==> src/rtl/if_stage.sv <==
// Instruction-fetch stage: PC register, IF/ID pipeline register, RUN/HALTED
// control and a run-cycle counter. Instruction memory is read combinationally
// at the current PC, so the word presented on i_imem_data belongs to o_imem_addr.
module if_stage #(
  parameter int unsigned        NB_PC       = 11,
  parameter int unsigned        NB_INSTR    = 32,
  parameter int unsigned        NB_OPCODE   = 6,
  parameter logic [NB_OPCODE-1:0] HALT_OPCODE = 6'h3F,
  parameter logic [NB_PC-1:0]   RESET_PC    = '0,
  parameter int unsigned        NB_CNT      = 32
) (
  input  logic                i_clock,
  input  logic                i_reset,
  input  logic                i_valid,
  input  logic                i_hazard,
  input  logic                i_branch_taken,
  input  logic [NB_PC-1:0]    i_branch_addr,
  output logic [NB_PC-1:0]    o_imem_addr,
  input  logic [NB_INSTR-1:0] i_imem_data,
  output logic [NB_INSTR-1:0] o_instr,
  output logic [NB_PC-1:0]    o_pc_next,
  output logic                o_halt,
  output logic [NB_CNT-1:0]   o_cycles
);

  typedef enum logic [0:0] {
    ST_RUN    = 1'b0,
    ST_HALTED = 1'b1
  } state_t;

  // An all-zero word decodes as a NOP downstream.
  localparam logic [NB_INSTR-1:0] NOP_INSTR = '0;

  // Sequential PC increment; wraps naturally modulo 2^NB_PC.
  function automatic logic [NB_PC-1:0] pc_inc(input logic [NB_PC-1:0] pc);
    return pc + NB_PC'(1);
  endfunction

  // Free-running counter increment; wraps modulo 2^NB_CNT.
  function automatic logic [NB_CNT-1:0] cnt_inc(input logic [NB_CNT-1:0] cnt);
    return cnt + NB_CNT'(1);
  endfunction

  // True when the fetched word carries the halt opcode in its top field.
  function automatic logic is_halt(input logic [NB_INSTR-1:0] instr);
    return instr[NB_INSTR-1 -: NB_OPCODE] == HALT_OPCODE;
  endfunction

  state_t               state_q, state_d;
  logic [NB_PC-1:0]     pc_p0, pc_d;
  logic [NB_INSTR-1:0]  instr_p1, instr_d;
  logic [NB_PC-1:0]     pc_next_p1, pc_next_d;
  logic [NB_CNT-1:0]    cycles_q, cycles_d;
  logic [NB_PC-1:0]     pc_plus1;
  logic                 fetch_halt;

  assign pc_plus1   = pc_inc(pc_p0);
  assign fetch_halt = is_halt(i_imem_data);

  // Next-state and next-register selection; everything holds unless stepped.
  always_comb begin
    state_d   = state_q;
    pc_d      = pc_p0;
    instr_d   = instr_p1;
    pc_next_d = pc_next_p1;
    cycles_d  = cycles_q;
    if (i_valid) begin
      unique case (state_q)
        ST_RUN: begin
          // Stalled cycles still count as time spent running.
          cycles_d = cnt_inc(cycles_q);
          if (i_hazard) begin
            // Full hold; a pending branch is re-evaluated by ID after the stall.
          end else if (i_branch_taken) begin
            // Redirect and squash the word fetched down the wrong path.
            pc_d    = i_branch_addr;
            instr_d = NOP_INSTR;
          end else if (fetch_halt) begin
            // Pass HALT to decode once, then park the PC on it.
            instr_d   = i_imem_data;
            pc_next_d = pc_plus1;
            state_d   = ST_HALTED;
          end else begin
            instr_d   = i_imem_data;
            pc_next_d = pc_plus1;
            pc_d      = pc_plus1;
          end
        end
        ST_HALTED: begin
          // PC frozen and branches ignored; drain HALT into a NOP unless stalled.
          if (!i_hazard) begin
            instr_d = NOP_INSTR;
          end
        end
        default: state_d = ST_RUN;
      endcase
    end
  end

  // IF stage (PC) and IF/ID boundary registers; reset wins over every input.
  always_ff @(posedge i_clock) begin
    if (i_reset) begin
      state_q    <= ST_RUN;
      pc_p0      <= RESET_PC;
      instr_p1   <= NOP_INSTR;
      pc_next_p1 <= '0;
      cycles_q   <= '0;
    end else begin
      state_q    <= state_d;
      pc_p0      <= pc_d;
      instr_p1   <= instr_d;
      pc_next_p1 <= pc_next_d;
      cycles_q   <= cycles_d;
    end
  end

  assign o_imem_addr = pc_p0;
  assign o_instr     = instr_p1;
  assign o_pc_next   = pc_next_p1;
  assign o_halt      = (state_q == ST_HALTED);
  assign o_cycles    = cycles_q;

endmodule

==> config.mk <==
export PLATFORM = sky130hd
export DESIGN_NAME = if_stage
export DESIGN_NICKNAME = d
export VERILOG_FILES = /design/src/rtl/if_stage.sv
export SDC_FILE = /design/constraint.sdc
export NUM_CORES = 1
export LEC_CHECK = 0
export BUFFER_PORTS_ARGS = -buffer_cell sky130_fd_sc_hd__clkbuf_2
export CELL_PAD_IN_SITES_DETAIL_PLACEMENT = 0
export CELL_PAD_IN_SITES_GLOBAL_PLACEMENT = 1
export CORE_UTILIZATION = 39
export CTS_CLUSTER_SIZE = 10
export DETAILED_ROUTE_END_ITERATION = 6
export PLACE_DENSITY_LB_ADDON = 0.15
export REMOVE_ABC_BUFFERS = 1
export SLEW_MARGIN = 30
export SYNTH_ARGS = -nofsm -noshare
export SYNTH_HDL_FRONTEND = slang
export SYNTH_SLANG_ARGS = --single-unit
==> constraint.sdc <==
create_clock -name i_clock -period 4.1 [get_ports i_clock]
set_input_delay 0.41 -clock i_clock [delete_from_list [all_inputs] [get_ports i_clock]]
set_output_delay 0.41 -clock i_clock [all_outputs]
set_load 0.05 [all_outputs]
==> out/metrics.cfg <==
[outcome]
status = completed

[clock_tree]
cts.path.max_buffers = 2
insertion_delay_ns = 0.36
cts_hold_buf = 0
path_clk_slew_ns = 0.09
cts_made_buffers = 9
cts-root-buf = clkbuf_8
tritoncts = yes
post_cts_buffers = 0
ctsHtreeMaxLevel = 3
cts_resized = 0
clock_sinks = 87

[floorplanning]
die_area_um2 = 10100
initial_core_util = 0.406
core_region_area_um2 = 9280
io_pins = 135
die_width_um = 100
num_rows = 35
die_h_um = 100

[placed_design]
dpl_cell_area_um2 = 4510
hpwlAfterDp_um = 6740
numPortBuffers = 134
gp_congestion = 0.759

[grt]
antenna_found_initial = 0
grt_use_total = 0.192
gr-total-overflow = 0
grt_first_pass_wirelength_um = 15400
grt_max_degree = 56
grt_pass1_vias = 3148

[worst_setup_path]
crit_chain = nand4_1, or4_1, nor4_1, mux2_1
cp_slowest_cell = or4_1
cp-endpoint = o_cycles[27]
cp_slowest_stage_delay_ns = 0.76
r2r_slack_ns = 1.89
crit_path_end_kind = flop
critPathMaxFanout = 11
startpoint = o_cycles[5]
arrival_ns = 2.45
r2r-start = o_cycles[5]
worst-path-buf-inv = 0
cp_top_family = simple AND/OR/NAND/NOR gates
r2r_cells = 4
cp_num_cells = 4
rr_endpoint = o_cycles[27]
worstPathRequired_ns = 4.35
startpoint_type = flop
path_class = reg2reg

[routing]
detail_route.vias_per_cell = 5.26
ant_nets = 0
routed-via-count = 3600
drt_iter0_markers = 143
wire_per_inst_um = 14.2
drc = 0
totalWireLength_um = 9690
drtPass1Iterations = 5

[layout]
drive_gt1_frac = 0.290
syn2layout_area_growth_pct = 24.3
post-route-cell-area_um2 = 4690
nets = 600
num_antenna_cells = 0

[sta]
hold_slack_ns = 0.294
tightest_slew_ns = 0.977
drv_slew = 0
finClkSkew_ns = 0.00714
period_minus_slack_ns = 2.21
max-slew-margin-rel = 0.348
finalHoldViolations = 0
finalSetupTns_ns = 0
finalCritPeriodShare = 0.539
fmax_mhz = 453
setup_viol = 0
rsz0062_at_grt = no

[synthesis]
synth_area_um2 = 3770
synth_top_area_share = 0.462
synth_edf_count = 0
yosys-top-cells-area = dfxtp_1, nor2_1, a22oi_1
netlist_instances = 432
synth-seq-cells = 87
yosysUniqueCellTypes = 50
synth.largest_area_cell = dfxtp_1
synth_warnings = 0
avgSynthCellArea_um2 = 8.73
synth_ff_type = dfxtp_1
synth.yosys.seq_area_share = 0.462
synthArstFlopShare = 0

[flow_run]
max_cap_viol_count = 0

[pwr]
p_leak_uw = 0.00190
ir_worst_vdd_v = 0.000170
pwr_density_cell_nw_per_um2 = 352

[hold_path]
holdCritPathClass = in2reg

==> cell families after synthesis <==
logic type | Yosys count | share of synthesized area
AND/OR/NAND/NOR | 175 | 0.233
AO/OA/AOI/OAI | 103 | 0.184
flip-flops | 87 | 0.462
buffers and inverters | 39 | 0.0494
XOR/XNOR | 15 | 0.0348
multiplexers | 11 | 0.0308
adder cells (fa/ha/maj) | 2 | 0.00663
==> power by group <==
group	total, uW	switching [uW]	internal [uW]	leakage [uW]
Clock	557	329	228	0.0000906
Sequential	884	18.3	865	0.000705
Combinational	208	145	63.2	0.00110
==> worst min-delay path, stage by stage <==
cell      delay (ns)
clkbuf_2        0.07
a22oi_1         0.06
nor2_1          0.07
==> stage by stage <==
| step | total power [uW] | util | setup slack, ns | std cells |
|---|---|---|---|---|
| after global routing | 1730 | 0.505 | 1.76 | 684 |
| after detailed placement | 1110 | 0.485 | 1.81 | 668 |
| after floorplan | 1030 | - | 1.03 | 401 |
| after CTS | 1670 | 0.505 | 1.87 | 684 |
| after global placement | 1110 | 0.482 | 1.75 | 667 |
| final | 1650 | 0.505 | 1.89 | 684 |
==> cell usage in the layout, fill, tap and decap left out, types with 5 or more instances in the layout <==
cell type	count
clkbuf_2	133
dfxtp_1	87
nor2_1	64
a22oi_1	32
nand2_1	27
a21oi_1	23
nand3_1	16
o21ai_0	12
nand4_1	10
or3_1	10
nor4_1	9
clkbuf_8	9
xnor2_1	8
inv_1	8
o31ai_1	7
nor2b_1	7
or4_1	7
xor2_1	7
mux2i_1	6
a211oi_1	6
o41ai_1	5
mux2_1	5
==> how the worst min path moves through the flow <==
stage	startpoint	to	slack [ns]	cells past startpoint
6_report	i_imem_data[5]	o_instr[5]	0.29	3
5_1_grt	i_imem_data[2]	o_instr[2]	0.28	3
4_1_cts	i_imem_data[5]	o_instr[5]	0.28	3
3_5_place_dp	o_instr[2]	o_instr[2]	0.49	2
3_3_place_gp	o_pc_next[0]	o_pc_next[0]	0.47	2
2_1_floorplan	i_reset	o_cycles[11]	0.48	1
==> sequential cells by signal, indices dropped and copies added, names as in the netlist <==
register,flops
o_halt,1
o_pc_next,11
o_imem_addr,11
o_cycles,32
o_instr,32
==> cell usage after synthesis, types with 3 or more instances <==
master	number
dfxtp_1	87
buf_2	4
clkbuf_1	18
buf_1	3
or2_2	3
nor2_1	65
nand2_1	27
nor4_1	9
xnor2_1	8
a211oi_1	6
o21ai_0	12
nand2b_1	4
o41ai_1	5
nor3_1	4
or3_1	10
xor2_1	7
a22oi_1	32
o31ai_1	7
nor2b_1	7
mux2i_1	6
or4_1	7
nand4_1	10
and3_1	3
nand3_1	16
o311ai_1	3
mux2_1	5
inv_1	8
a21oi_1	23
buf_6	3
==> area by class of cell <==
cell class / instances / area (um2)
Clock buffer: 9 / 124
Clock inverter: 7 / 56.3
Fill cell: 961 / 4600
Inverter: 8 / 30.0
Multi-Input combinational cell: 306 / 1850
Sequential cell: 87 / 1740
Tap cell: 129 / 161
Timing Repair Buffer: 138 / 723
==> routing by layer <==
layer | wire length (um) | vias to the layer above | GRT usage
li1 | - | 1800 | -
met1 | 4350 | 1674 | 0.253
met2 | 4510 | 113 | 0.299
met3 | 663 | 13 | 0.0522
met4 | 166 | 0 | 0.0780
met5 | 0 | - | 0
(Power assumes the default switching activity.)
